<file path="src/rtl/io_gearbox_pkg.sv">
// io_gearbox_pkg
//   Shared definitions for the pin gearbox: serializer state encoding,
//   beats-per-word helper and parameter legality checks used at elaboration.
package io_gearbox_pkg;

    typedef enum logic {
        SER_IDLE = 1'b0,
        SER_SEND = 1'b1
    } ser_state_t;

    // Number of pin beats needed to carry one word of word_w bits.
    function automatic int unsigned beats_per_word(input int unsigned word_w,
                                                   input int unsigned pin_w);
        return word_w / pin_w;
    endfunction

    // A word must be a non-zero whole number of pin beats.
    function automatic bit width_ok(input int unsigned word_w,
                                    input int unsigned pin_w);
        return (pin_w != 0) && (word_w >= pin_w) && ((word_w % pin_w) == 0);
    endfunction

    // FIFO depth must be a power of two, at least 2.
    function automatic bit depth_ok(input int unsigned depth);
        return (depth >= 2) && ((depth & (depth - 1)) == 0);
    endfunction

endpackage

</file>
<file path="src/rtl/io_gearbox_sync_fifo.sv">
// sync_fifo
//   Single-clock FIFO with registered occupancy count.
//   Ports:
//     clk, rst_n (sync, active low), ena (low: all state holds)
//     push/din   : write when not full
//     pop/dout   : dout shows the head entry; pop advances when not empty
//     full/empty : derived from level
//     level      : occupancy, 0..DEPTH
module sync_fifo
    import io_gearbox_pkg::*;
#(
    parameter int unsigned W     = 16,
    parameter int unsigned DEPTH = 4
) (
    input  logic                     clk,
    input  logic                     rst_n,
    input  logic                     ena,
    input  logic                     push,
    input  logic                     pop,
    input  logic [W-1:0]             din,
    output logic [W-1:0]             dout,
    output logic                     full,
    output logic                     empty,
    output logic [$clog2(DEPTH):0]   level
);

    localparam int unsigned AW = $clog2(DEPTH);

    if (!depth_ok(DEPTH)) begin : g_bad_depth
        $error("sync_fifo: DEPTH must be a power of two and at least 2");
    end

    logic [W-1:0]  mem [DEPTH];
    logic [AW-1:0] wr_ptr;
    logic [AW-1:0] rd_ptr;
    logic          do_push;
    logic          do_pop;

    assign full    = (level == (AW + 1)'(DEPTH));
    assign empty   = (level == '0);
    assign do_push = ena & push & ~full;
    assign do_pop  = ena & pop & ~empty;
    assign dout    = mem[rd_ptr];

    always_ff @(posedge clk) begin
        if (!rst_n) begin
            wr_ptr <= '0;
            rd_ptr <= '0;
            level  <= '0;
        end else begin
            if (do_push) begin
                wr_ptr <= wr_ptr + 1'b1;
            end
            if (do_pop) begin
                rd_ptr <= rd_ptr + 1'b1;
            end
            case ({do_push, do_pop})
                2'b10:   level <= level + 1'b1;
                2'b01:   level <= level - 1'b1;
                default: level <= level;
            endcase
        end
    end

    // Storage needs no reset: contents are only visible once the level says so.
    always_ff @(posedge clk) begin
        if (do_push) begin
            mem[wr_ptr] <= din;
        end
    end

endmodule

</file>
<file path="src/rtl/io_gearbox.sv">
// io_gearbox
//   Pin interface between the pin/boundary-scan layer and the MAC core.
//   Input side: assembles DATA_W-bit operands from PIN_W-bit beats, LSB first,
//   tracks the beat-0 mode and flags mode changes within a word, and forwards
//   address-reset requests.
//   Output side: buffers RES_W-bit results in a FIFO and serialises them onto
//   the result pins, LSB beat first, back-to-back while results are queued.
//   Ports:
//     clk, rst_n (sync, active low), ena (low: freeze, valids/ready forced 0)
//     pin_data_v_i/mode_i/rst_i/pin_data_i : input beat
//     word_v_o/word_mode_o/word_rst_o/word_o : assembled word to the core
//     res_v_i/res_i/res_ready_o            : core result handshake
//     pin_result_v_o/pin_result_o          : output beat
//     fifo_level_o                         : result FIFO occupancy
//     err_mode_o                           : sticky mode-mismatch flag
module io_gearbox
    import io_gearbox_pkg::*;
#(
    parameter int unsigned PIN_W  = 8,
    parameter int unsigned DATA_W = 16,
    parameter int unsigned RES_W  = 16,
    parameter int unsigned DEPTH  = 4
) (
    input  logic                     clk,
    input  logic                     rst_n,
    input  logic                     ena,
    input  logic                     pin_data_v_i,
    input  logic                     pin_data_mode_i,
    input  logic                     pin_data_rst_i,
    input  logic [PIN_W-1:0]         pin_data_i,
    output logic                     word_v_o,
    output logic                     word_mode_o,
    output logic                     word_rst_o,
    output logic [DATA_W-1:0]        word_o,
    input  logic                     res_v_i,
    input  logic [RES_W-1:0]         res_i,
    output logic                     res_ready_o,
    output logic                     pin_result_v_o,
    output logic [PIN_W-1:0]         pin_result_o,
    output logic [$clog2(DEPTH):0]   fifo_level_o,
    output logic                     err_mode_o
);

    localparam int unsigned B     = beats_per_word(DATA_W, PIN_W);
    localparam int unsigned RB    = beats_per_word(RES_W, PIN_W);
    localparam int unsigned CNT_W = (B > 1) ? $clog2(B) : 1;
    localparam int unsigned IDX_W = (RB > 1) ? $clog2(RB) : 1;

    if (!width_ok(DATA_W, PIN_W)) begin : g_bad_data_w
        $error("io_gearbox: DATA_W must be a multiple of PIN_W");
    end
    if (!width_ok(RES_W, PIN_W)) begin : g_bad_res_w
        $error("io_gearbox: RES_W must be a multiple of PIN_W");
    end
    if (!depth_ok(DEPTH)) begin : g_bad_depth
        $error("io_gearbox: DEPTH must be a power of two and at least 2");
    end

    // ------------------------------------------------------------------
    // Deserialiser
    // ------------------------------------------------------------------
    logic [CNT_W-1:0]  beat_cnt;
    logic [DATA_W-1:0] acc;
    logic [DATA_W-1:0] acc_next;
    logic              mode0;
    logic              beat_mode;
    logic              last_beat;
    logic              word_v_q;
    logic              word_rst_q;

    assign last_beat = (beat_cnt == CNT_W'(B - 1));
    // On beat 0 the captured mode is not yet in mode0, so use the pin directly.
    assign beat_mode = (beat_cnt == '0) ? pin_data_mode_i : mode0;

    always_comb begin
        acc_next = acc;
        acc_next[beat_cnt * PIN_W +: PIN_W] = pin_data_i;
    end

    always_ff @(posedge clk) begin
        if (!rst_n) begin
            beat_cnt    <= '0;
            acc         <= '0;
            mode0       <= 1'b0;
            word_v_q    <= 1'b0;
            word_rst_q  <= 1'b0;
            word_o      <= '0;
            word_mode_o <= 1'b0;
            err_mode_o  <= 1'b0;
        end else if (!ena) begin
            // Pulses must not replay when ena returns.
            word_v_q   <= 1'b0;
            word_rst_q <= 1'b0;
        end else begin
            word_v_q   <= 1'b0;
            word_rst_q <= pin_data_rst_i;
            if (pin_data_rst_i) begin
                beat_cnt <= '0;
            end else if (pin_data_v_i) begin
                acc <= acc_next;
                if (beat_cnt == '0) begin
                    mode0 <= pin_data_mode_i;
                end else if (pin_data_mode_i != mode0) begin
                    err_mode_o <= 1'b1;
                end
                if (last_beat) begin
                    beat_cnt    <= '0;
                    word_v_q    <= 1'b1;
                    word_o      <= acc_next;
                    word_mode_o <= beat_mode;
                end else begin
                    beat_cnt <= beat_cnt + 1'b1;
                end
            end
        end
    end

    assign word_v_o   = word_v_q & ena;
    assign word_rst_o = word_rst_q & ena;

    // ------------------------------------------------------------------
    // Result FIFO
    // ------------------------------------------------------------------
    logic             fifo_push;
    logic             fifo_pop;
    logic             fifo_full;
    logic             fifo_empty;
    logic [RES_W-1:0] fifo_dout;

    assign res_ready_o = rst_n & ena & ~fifo_full;
    assign fifo_push   = res_v_i & res_ready_o;

    sync_fifo #(
        .W     (RES_W),
        .DEPTH (DEPTH)
    ) u_fifo (
        .clk   (clk),
        .rst_n (rst_n),
        .ena   (ena),
        .push  (fifo_push),
        .pop   (fifo_pop),
        .din   (res_i),
        .dout  (fifo_dout),
        .full  (fifo_full),
        .empty (fifo_empty),
        .level (fifo_level_o)
    );

    // ------------------------------------------------------------------
    // Serializer
    // ------------------------------------------------------------------
    ser_state_t       state;
    ser_state_t       state_next;
    logic [RES_W-1:0] shreg;
    logic [IDX_W-1:0] idx;
    logic             last_res_beat;

    assign last_res_beat = (idx == IDX_W'(RB - 1));

    always_comb begin
        state_next = state;
        fifo_pop   = 1'b0;
        if (ena) begin
            case (state)
                SER_IDLE: begin
                    if (!fifo_empty) begin
                        fifo_pop   = 1'b1;
                        state_next = SER_SEND;
                    end
                end
                SER_SEND: begin
                    if (last_res_beat) begin
                        if (!fifo_empty) begin
                            fifo_pop = 1'b1;
                        end else begin
                            state_next = SER_IDLE;
                        end
                    end
                end
                default: state_next = SER_IDLE;
            endcase
        end
    end

    always_ff @(posedge clk) begin
        if (!rst_n) begin
            state <= SER_IDLE;
        end else begin
            state <= state_next;
        end
    end

    always_ff @(posedge clk) begin
        if (!rst_n) begin
            shreg <= '0;
            idx   <= '0;
        end else if (ena) begin
            if (fifo_pop) begin
                shreg <= fifo_dout;
                idx   <= '0;
            end else if ((state == SER_SEND) && !last_res_beat) begin
                shreg <= shreg >> PIN_W;
                idx   <= idx + 1'b1;
            end
        end
    end

    assign pin_result_v_o = (state == SER_SEND) & ena;
    assign pin_result_o   = (state == SER_SEND) ? shreg[PIN_W-1:0] : '0;

endmodule

</file>
<file path="config.mk">
export PLATFORM = sky130hd
export DESIGN_NAME = io_gearbox
export DESIGN_NICKNAME = d
export VERILOG_FILES = /design/src/rtl/io_gearbox_pkg.sv /design/src/rtl/io_gearbox_sync_fifo.sv /design/src/rtl/io_gearbox.sv
export SDC_FILE = /design/constraint.sdc
export NUM_CORES = 1
export LEC_CHECK = 0
export CORE_MARGIN = 5
export CORE_UTILIZATION = 50
export CTS_CLUSTER_SIZE = 20
export DETAILED_ROUTE_END_ITERATION = 10
export PLACE_DENSITY_LB_ADDON = 0.15
export SLEW_MARGIN = 30
export SYNTH_ARGS = -nofsm -noshare
export SYNTH_HDL_FRONTEND = slang
export SYNTH_HIERARCHICAL = 1
export SYNTH_SLANG_ARGS = --single-unit
</file>
<file path="constraint.sdc">
create_clock -name clk -period 5.5 [get_ports clk]
set_input_delay 1.1 -clock clk [delete_from_list [all_inputs] [get_ports clk]]
set_output_delay 1.1 -clock clk [all_outputs]
set_load 0.02 [all_outputs]
</file>
# After elaboration in Yosys (flattened, before gate mapping)
# Memories as Yosys holds them, arrays and structs flattened. A register that Yosys moved wholly into a read port is not among the register bits.
# Cells that the tools add are included.
# totals
register_bits,63
ramBits,64
input_bits,31
output_inout_bits,33
wordCells,81
n_memories,1
# op_classes
add_sub_neg,7
n_eq_ne,4
shift,2
mux,21
n_bitwise,18
n_reduce_logical,14
# memory_table
memory,depth,width,rd,rd_ports_with_merged_regs,write_ports,line_no,rtl
u_fifo.mem,4,16,1,1,1,io_gearbox_sync_fifo.sv:33,logic [W-1:0] mem [DEPTH];
# ops
operator,count
$neg 4->34,1
$shift 8x34->16 const A,1
$shiftx 8x34->16,1
$mux 16,2
$bwmux 16,1
$mux 1,12
$and 1x1->1,10
$mux 8,1
$not 1->1,8
$reduce_and 4->1,2
$pmux 3 s2,1
$reduce_and 2->1,3
$reduce_bool 2->1,3
$reduce_and 5->1,1
$add 2x1->2 const B,2
$mux 2,2
$pmux 1 s2,2
$reduce_or 4->1,1
$add 3x1->3 const B,1
$eq 3x3->1 const B,1
$logic_not 3->1,1
$reduce_and 3->1,1
$sub 3x1->3 const B,1
$add 1x1->1 const B,2
5 further kinds,5

# Logic depth before layout (Yosys ltp)
# logic_depth
depth_word,9
depth_mapped,13

# Modules after synthesis
# The synthesis kept the hierarchy.
# modules_own_cells
module,n_inst,cells_per_inst,area_each_um2,seq_area_each_um2
sync_fifo,1,136,2841.5,2102.0
io_gearbox,1,223,2028.2,960.9

# Worst setup path after synthesis
# No wires, ideal clock.
# synth_timing
path_type,input to register
startpoint,input port ena
endpoint,register u_fifo.level[2]
setup_time_ps,76
arrival_time_ps,3020
t_required_ps,5424
setup_slack_ps,2405
stages,13
cell_sequence,buf_6 nand2_1 nor2_1 and2_1 nand2_1 nor2_1 inv_1 ha_1 inv_1 fa_1 xor2_1 or3_1 a21boi_0
# synth_between
elab_chain_cells,7
# synth_lines
element,line_no,rtl
from (decl),io_gearbox.sv:26,"input logic ena,"
$and 1x1->1 (*) (2 in a row),io_gearbox.sv:130,assign res_ready_o = rst_n & ena & ~fifo_full;
named net res_ready_o,io_gearbox.sv:37,"output logic res_ready_o,"
$and 1x1->1 (*),io_gearbox.sv:131,assign fifo_push = res_v_i & res_ready_o;
named net fifo_push,io_gearbox.sv:124,logic fifo_push;
$and 1x1->1 (*) (2 in a row),io_gearbox_sync_fifo.sv:41,assign do_push = ena & push & ~full;
$eq 2x1->1 or $eq 2x2->1 (tied branches),io_gearbox_sync_fifo.sv:57,"case ({do_push, do_pop})"
$pmux 3 s2 or $reduce_bool 2->1 (tied branches),-,
to (signal assigned),io_gearbox_sync_fifo.sv:58,2'b10: level <= level + 1'b1;
to (signal assigned),io_gearbox_sync_fifo.sv:59,2'b01: level <= level - 1'b1;
to (signal assigned),io_gearbox_sync_fifo.sv:60,default: level <= level;
to (decl),io_gearbox_sync_fifo.sv:24,output logic [$clog2(DEPTH):0] level
# The timed path passes the listed nets; every way through them passes the cells marked *.
# A chain may end at the register's enable or synchronous reset.

# Worst setup path in the final report
# layout_timing
startpoint,input port rst_n
endpoint,output port res_ready_o
# layout_between
elab_chain_cells,2
# layout_lines
element,line_no,rtl
from (decl),io_gearbox.sv:25,"input logic rst_n,"
$and 1x1->1 (2 in a row),io_gearbox.sv:130,
to (decl),io_gearbox.sv:37,
# No other way between the ends.

==> impl_metrics.py <==
metrics = {
    "pwr": {
        "powerDensity_nw_per_um2": 348,
        "peakVddDrop_mv": 0.199,
        "p_leak_nw": 2.07,
        "p_total_w": 0.00213,
    },
    "timing": {
        "whs_ns": 0.459,
        "fin_ws_ns": 1.58,
        "min_period_over_period": 0.713,
        "drv_slew": 0,
        "max_freq_ghz": 0.255,
        "setup-tns-final_ns": 0,
        "timing_worst_slew_pin_value_ns": 0.891,
        "setup_viol": 0,
        "hold_viol": 0,
        "period_minus_slack_ns": 3.92,
        "max-slew-margin-rel": 0.406,
        "clock_skew_ns": 0.00891,
        "rsz0062_at_grt": "false",
    },
    "cts": {
        "cts_made_buffers": 17,
        "postCtsSetupBuffers": 0,
        "cts_resized": 0,
        "clk_path_buf_depth": 2,
        "cts_root_buf": "clkbuf_8",
        "clkSinkCount": 121,
        "cts_tree": "yes",
        "clk_latency_ns": 0.51,
        "cts.clk_slew.worst_paths_ns": 0.06,
        "postCtsHoldBufs": 0,
        "htree_levels": 4,
    },
    "floorplanning": {
        "die_w_um": 109,
        "die_y_um": 109,
        "core_um2": 9640,
        "placementRows": 36,
        "start_util": 0.505,
        "ioPinCount": 64,
        "dieArea_um2": 11800,
    },
    "global_route": {
        "grt_pass1_vias": 2833,
        "grt_usage": 0.167,
        "antenna_found_initial": 0,
        "grt_pass1_wl_mm": 14.7,
        "grt_max_degree": 55,
        "overflow": 0,
    },
    "logic_synthesis": {
        "synth.net_count": 396,
        "synth_seq_area_share": 0.629,
        "synthCells": 359,
        "yosys.area.top_type": "edfxtp_1",
        "yosysTopAreaCellShare": 0.395,
        "synth-main-ff-cell": "edfxtp_1",
        "synth-edff-count": 64,
        "synth_common_cells": "edfxtp_1 (64), nand2_1 (60), dfxtp_1 (57)",
        "ys_ff_latch": 121,
        "syn_avg_cell_area_um2": 13.6,
        "synthArstFlopShare": 0,
        "yosysWarnings": 6,
        "yosys-top-cells-area": "edfxtp_1 (39%), dfxtp_1 (23%), mux4_2 (4.6%)",
        "synthDistinctLibCells": 42,
        "synthMostInstantiatedCell": "edfxtp_1",
        "syn_area_um2": 4870,
    },
    "routing": {
        "via_per_inst": 5.15,
        "drc_errors": 0,
        "via_count": 2917,
        "wl_per_cell_um": 16.3,
        "firstDrtPassIters": 4,
        "postRouteAntennaNets": 0,
        "drt-total-wl_mm": 9.23,
        "drt_first_iter_violations": 134,
    },
    "final_layout": {
        "final_nets": 457,
        "stdcell_count": 566,
        "regArea_um2": 3060,
        "area_delta_synth_final_pct": 25.8,
        "n_antenna_cell": 0,
        "multiInputGateArea_um2": 1650,
        "nFillCells": 749,
        "drive_gt1_frac": 0.141,
    },
    "setup_path": {
        "critPathTopFamily": "buffers and inverters",
        "cp_cell_sequence": "clkdlybuf4s50_1, buf_4, nand2_1, nor2_1, clkdlybuf4s50_1",
        "cp_slowest_cell": "clkdlybuf4s50_1",
        "cp_max_fo": 54,
        "critPathMaxStageDelay_ns": 0.62,
        "worstPathBufferInverterCount": 3,
        "critPathArrivalTime_ns": 2.82,
        "worstSetupPathType": "in2out",
        "cp_data_required_time_ns": 4.40,
        "path_common_cell": "clkdlybuf4s50_1",
        "cp-end-kind": "output pin",
        "critPathLaunchType": "input pin",
    },
    "worst_hold_path": {
        "hp-class": "reg2reg",
    },
    "status": {
        "status": "finished, final reports clean",
    },
    "place": {
        "preCtsSetupSlack_ns": 1.49,
        "dpl.cell_count": 534,
        "dp_hpwl_mm": 5.90,
        "gp_congestion": 0.744,
        "port_buffers": 63,
    },
    "run": {
        "maxCapViolCount": 0,
    },
}
## placed cells by master, fill, tap and decap left out, types with 8 or more instances in the layout
cell / Yosys / layout
edfxtp_1: 64 / 64
clkdlybuf4s50_1: 0 / 63
nand2_1: 60 / 60
dfxtp_1: 57 / 56
a21boi_0: 28 / 28
and2_1: 21 / 21
clkbuf_16: 0 / 16
nor2_1: 10 / 10
a21oi_1: 10 / 10
mux4_2: 10 / 10
a22o_1: 8 / 8
nor3b_1: 8 / 8
o221a_2: 8 / 8
## worst min-delay path, stage by stage, from the launching register on
cell and delay (ns):
dfxtp_1 0.31, nand2_1 0.05, a21boi_0 0.06
## worst paths after layout
kind                                      start               to  slack (ns)  cells after the start
worst max-delay path                      rst_n      res_ready_o        1.58                      5
worst min-delay path                     acc[6]        word_o[6]        0.46                      2
worst min register to register           acc[6]        word_o[6]        0.46                      2
worst max register to register  u_fifo/level[2]  u_fifo/level[2]        2.86                     12
## power breakdown
part	total [W]	internal, W	switching, W	leakage [nW]
clock	0.00107	0.000654	0.000415	0.280
combinational	0.0000900	0.0000460	0.0000440	0.754
sequential	0.000972	0.000962	0.00000946	1.04
## layer usage
layer	up-vias	wire length, um	global-route usage
met2	57	4360	0.263
met1	1415	4400	0.222
li1	1438	-	-
met3	7	397	0.0527
met4	0	70	0.0541
met5	-	0	0
## kinds of logic (layout without fill, tap and decap cells)
logic type | after synthesis | after routing | share of synthesized area
compound gates | 65 | 65 | 0.105
xor+xnor | 4 | 4 | 0.00720
fa+ha+maj | 6 | 6 | 0.0170
buf+inv | 29 | 103 | 0.0347
flops | 121 | 121 | 0.629
mux | 18 | 18 | 0.0827
simple gates | 116 | 116 | 0.125
## sequential cells by signal (all words and copies together) (netlist names), 2 cells and up, named ones only
signal         cells
acc                8
shreg             16
u_fifo/level       3
u_fifo/mem        64
u_fifo/rd_ptr      2
u_fifo/wr_ptr      2
word_o            16
## through the flow
step | area (um^2) | util
5_1_grt | 6130 | 0.636
3_3_place_gp | 5540 | 0.575
4_1_cts | 6120 | 0.635
6_report | 6130 | 0.636
3_5_place_dp | 5540 | 0.575
2_1_floorplan | 4870 | -
## final cells by class
| class | instances | area share |
|---|---|---|
| clock inverters | 15 | 0.0272 |
| multi-input cells | 209 | 0.269 |
| clock buffers | 17 | 0.0676 |
| flip-flops and latches | 121 | 0.500 |
| well taps | 133 | 0.0272 |
| repair buffers | 64 | 0.104 |
| inverters | 7 | 0.00470 |
Note: power is estimated with default switching activity, not from simulation.
==> patch 1 (same settings) <==
The parameter `DATA_W` goes from 16 to 8.
--- a/src/rtl/io_gearbox.sv
+++ b/src/rtl/io_gearbox.sv
@@ -17,7 +17,7 @@
     import io_gearbox_pkg::*;
 #(
     parameter int unsigned PIN_W  = 8,
-    parameter int unsigned DATA_W = 16,
+    parameter int unsigned DATA_W = 8,
     parameter int unsigned RES_W  = 16,
     parameter int unsigned DEPTH  = 4
 ) (
Interface: changed (resized word_o); port bits go from 64 to 56. No check against the original RTL was run, so the function may have changed too.
==> patch 1 against the original RTL <==
Area after synthesis decreased by 15%. Final cell count decreased by 23%. Cell area decreased by 20%. Setup slack got worse by 0.16 ns. Via count decreased by 20%. Wire length decreased by 19%. Sequential cell count decreased by 19. Synthesized cell count decreased by 24%. Total power decreased by 34%. Critical endpoint unchanged.
==> patch 1: results (changes against the original RTL) <==
* Post-synthesis sequential area ratio at 64.9% (was 62.9%)
* IO buf count at 54 (was 63)
* Hold Path End: u_fifo/rd_ptr[1]$_SDFFE_PN0P_ (was word_o[6]$_SDFFE_PN0P_)
* Flop2flop setup slack at 2.76 ns (was 2.86 ns)
* Via density at 5.37 (was 5.15)
* Reg2reg path depth at 10 (was 12)
* Worst Skew at 0.0121 ns (was 0.00891 ns)
* Fillers at 641 (was 749)
* Synth Area in Adders at 2.00% (was 1.70%)
* Gate Count Post-Synth at 274 (was 359)
* Compound-cell area share of the yosys netlist at 4.45% (was 10.5%)
* Initial Util at 50.8% (was 50.5%)
* Antenna violations before repair at 0 (unchanged)
* Htree depth at 3 (was 4)
* Slew HR at 37.4% (was 40.6%)
* Final wirelength at 7.47 mm (was 9.23 mm)
* Mapped Nets at 311 (was 396)
* Slowest stage delay, CP at 1.03 ns (was 0.62 ns)
* Vias after detailed routing at 2,335 (was 2,917)
* Max rail drop VDD at 0.141 mV (was 0.199 mV)
* Worst Setup SP: ena (was rst_n)
* Dpl hpwl at 4.83 mm (was 5.90 mm)
* Post-synthesis cell type count at 39 (was 42)
* Post-synth top cells: edfxtp_1 (64), dfxtp_1 (38), and2_1 (20), nor3b_1 (16), nor2_1 (13) (was edfxtp_1 (64), nand2_1 (60), dfxtp_1 (57), a21boi_0 (28), and2_1 (21))
* Worst-path clk slew at 0.09 ns (was 0.06 ns)
* Post-Synth XOR/XNOR Area at 0.636% (was 0.719%)
* Total CTS buffers at 9 (was 17)
* Critical Path AT at 2.98 ns (was 2.82 ns)
* First-pass GRT wire length at 11.9 mm (was 14.7 mm)
* Iter 0 DRT Violations at 77 (was 134)
* Top Registers: u_fifo/mem: 64 flops, shreg: 16 flops, word_o: 8 flops (was u_fifo/mem: 64 flops, shreg: 16 flops, word_o: 16 flops)
* # nets final at 362 (was 457)
* Clk Latency, worst-skew pair at 0.35 ns (was 0.51 ns)
* HP Start: u_fifo/rd_ptr[1]$_SDFFE_PN0P_ (was acc[6]$_SDFFE_PN0P_)
* Largest net degree at the start of global routing at 28 (was 55)
* Mux share of post-synthesis cell area at 11.9% (was 8.27%)
* Sw Ratio at 20.3% (was 22.0%)
* Status: complete, no violations (unchanged)
## patch 1: changes by cell type after synthesis, sizes merged, moves of 9 or more
cell and change:
a21oi -9, dfxtp -19, mux2i +9, a21boi -27, nand2 -49
## patch 1: critical path, delay by kind of cell
family / cells / cell delay, ns
buf+inv: 2 / 1.65
simple gates: 2 / 0.24
## patch 1: per-layer routing
metal  track usage [%]  wire, um
met1              19.6      3380
met2              25.9      3680
met3              3.94       386
met4              4.29        26
met5                 0         0
## patch 1: power groups by stage
stage	sequential, mW	clock, mW	combinational (mW)
finish	0.826	0.501	0.0760
global route	0.827	0.545	0.0830
CTS	0.826	0.514	0.0770
detailed placement	0.844	0	0.0765
global placement	0.843	0	0.0751
floorplan	0.845	0	0.0344
## patch 1: cell families (layout without fill, tap and decap cells)
| group | count (synthesis) | in the layout |
|---|---|---|
| DFF | 102 | 102 |
| adders and majority gates | 6 | 6 |
| xor gates and xnor gates | 3 | 3 |
| and+or+nand+nor | 88 | 88 |
| buffers and inverters | 22 | 78 |
| AOI/OAI and AO/OA | 25 | 25 |
| other | 1 | 1 |
| muxes | 27 | 27 |
## patch 1: stage by stage
step | hold slack, ns | instance area (um2) | util, % | power [mW] | setup WS (ns)
after floorplan | 0.449 | 4130 | - | 0.880 | 2.29
after global placement | 0.467 | 4700 | 57.8 | 0.918 | 1.39
after detailed placement | 0.474 | 4700 | 57.8 | 0.920 | 1.31
after CTS | 0.492 | 4920 | 60.5 | 1.42 | 1.42
after global routing | 0.511 | 4920 | 60.5 | 1.46 | 1.30
final | 0.494 | 4920 | 60.5 | 1.40 | 1.42
## patch 1: layout make-up
| class | instances | area [um2] | share of cell area [%] |
|---|---|---|---|
| clock buffer | 11 | 131 | 2.67 |
| clock inverter | 5 | 83.8 | 1.70 |
| inverter | 7 | 26.3 | 0.534 |
| multi-input combinational | 150 | 1320 | 26.8 |
| sequential | 102 | 2680 | 54.5 |
| tap | 105 | 131 | 2.67 |
| timing repair buffer | 55 | 548 | 11.1 |
## patch 1: worst max path at each step
stage,end,slack (ns)
5_1_grt,pin_result_v_o,1.30
4_1_cts,res_ready_o,1.42
6_report,res_ready_o,1.42
3_3_place_gp,u_fifo/mem[0][13]$_DFFE_PP_,1.39
3_5_place_dp,u_fifo/level[2]$_SDFFE_PN0P_,1.31
2_1_floorplan,u_fifo/level[2]$_SDFFE_PN0P_,2.29
==> patch 2 (same flow settings) <==
Without the edit above. Reset style: asynchronous (`rst_n`), changed in 4 clocked blocks.
--- a/src/rtl/io_gearbox_sync_fifo.sv
+++ b/src/rtl/io_gearbox_sync_fifo.sv
@@ -42,7 +42,7 @@
     assign do_pop  = ena & pop & ~empty;
     assign dout    = mem[rd_ptr];
 
-    always_ff @(posedge clk) begin
+    always_ff @(posedge clk or negedge rst_n) begin
         if (!rst_n) begin
             wr_ptr <= '0;
             rd_ptr <= '0;
--- a/src/rtl/io_gearbox.sv
+++ b/src/rtl/io_gearbox.sv
@@ -77,7 +77,7 @@
         acc_next[beat_cnt * PIN_W +: PIN_W] = pin_data_i;
     end
 
-    always_ff @(posedge clk) begin
+    always_ff @(posedge clk or negedge rst_n) begin
         if (!rst_n) begin
             beat_cnt    <= '0;
             acc         <= '0;
@@ -182,7 +182,7 @@
         end
     end
 
-    always_ff @(posedge clk) begin
+    always_ff @(posedge clk or negedge rst_n) begin
         if (!rst_n) begin
             state <= SER_IDLE;
         end else begin
@@ -190,7 +190,7 @@
         end
     end
 
-    always_ff @(posedge clk) begin
+    always_ff @(posedge clk or negedge rst_n) begin
         if (!rst_n) begin
             shreg <= '0;
             idx   <= '0;
Formal check against the unedited RTL: differs if rst_n is asserted again (counterexample within 4 cycles, from zero or initial values and one cycle with rst_n low); with rst_n held inactive, the same outputs for 4 cycles.
==> patch 2 against the original RTL <==
Final cell count down 9.0%. Cell area down 0.74%. Clock skew down 0.0023 ns. Area after synthesis down 0.77%. Setup slack better by 0.030 ns. Non-clock buffer count unchanged. Largest cell class unchanged. Wire length down 6.3%. Sequential cell count down 2. Hold slack worse by 0.0012 ns. Core utilization up 1.6 points.
Power is not compared: it rests on default switching activity, and its combinational part moved more than twofold at a synthesized area within 25%.
==> patch 2: results (changes against the original RTL) <==
* Hold Path End: err_mode_o$_DFFE_PN0P_ (was word_o[6]$_SDFFE_PN0P_)
* HP Start: err_mode_o$_DFFE_PN0P_ (was acc[6]$_SDFFE_PN0P_)
* Largest net degree at the start of global routing at 56 (was 55)
* Post-Synth XOR/XNOR Area at 1.27% (was 0.719%)
* Status: complete, no violations (unchanged)
* Compound-cell area share of the yosys netlist at 4.43% (was 10.5%)
* Routed wl met3 at 462 um (was 397 um)
* Inst Count DP at 483 (was 534)
* # nets final at 410 (was 457)
* Worst Skew at 0.00656 ns (was 0.00891 ns)
* Total GRT Usage at 16.3% (was 16.7%)
* Critical Path AT at 2.79 ns (was 2.82 ns)
* Post-synthesis sequential area ratio at 68.3% (was 62.9%)
* Routed WL per cell at 16.8 um (was 16.3 um)
* Hold-critical path depth at 1 (was 2)
* Share of the synthesized area in the top cell type at 39.8% (was 39.5%)
* DP Area at 5510 um2 (was 5540 um2)
* Reg2reg path depth at 10 (was 12)
* Pre-CTS WS at 1.54 ns (was 1.49 ns)
* Synth top area cells: edfxtp_1 (40%), dfrtp_1 (28%), nand2_1 (4.8%) (was edfxtp_1 (39%), dfxtp_1 (23%), mux4_2 (4.6%))
* Reg2Reg Capture Point: u_fifo/level[2]$_DFFE_PN0P_ (was u_fifo/level[2]$_SDFFE_PN0P_)
* Slowest stage delay, CP at 0.84 ns (was 0.62 ns)
* Routed met2 length at 4.15 mm (was 4.36 mm)
* Post-synthesis cell type count at 36 (was 42)
* Gpl congestion at 0.711 (was 0.744)
* Mux share of post-synthesis cell area at 11.6% (was 8.27%)
* Fraction of registers with async set/reset at 46.2% (was 0%)
* Ratio of cells with drive above 1 in the final layout at 15.5% (was 14.1%)
==> patch 2: cell count changes in the layout (fill, tap and decap cells not counted), moves of 10 or more <==
cell / change
a21boi_0: -28
a21oi_1: -10
dfrtp_1: +54
dfxtp_1: -56
mux2_4: +10
==> patch 2: worst max-delay path by stage <==
stage / start / slack [ns] / end / cells past startpoint
3_5_place_dp: ena / 1.54 / u_fifo/level[2]$_DFFE_PN0P_ / 10
5_1_grt: ena / 1.50 / res_ready_o / 4
4_1_cts: ena / 1.60 / res_ready_o / 4
6_report: ena / 1.61 / res_ready_o / 4
2_1_floorplan: ena / 2.55 / u_fifo/level[2]$_DFFE_PN0P_ / 13
3_3_place_gp: ena / 1.63 / u_fifo/level[2]$_DFFE_PN0P_ / 10
==> patch 2: final cells by class <==
class	instances	area (um2)
Fill cell	682	3250
Inverter	9	33.8
Sequential cell	119	3300
Tap cell	129	161
Timing Repair Buffer	64	633
Clock buffer	17	414
Clock inverter	15	154
Multi-Input combinational cell	162	1390
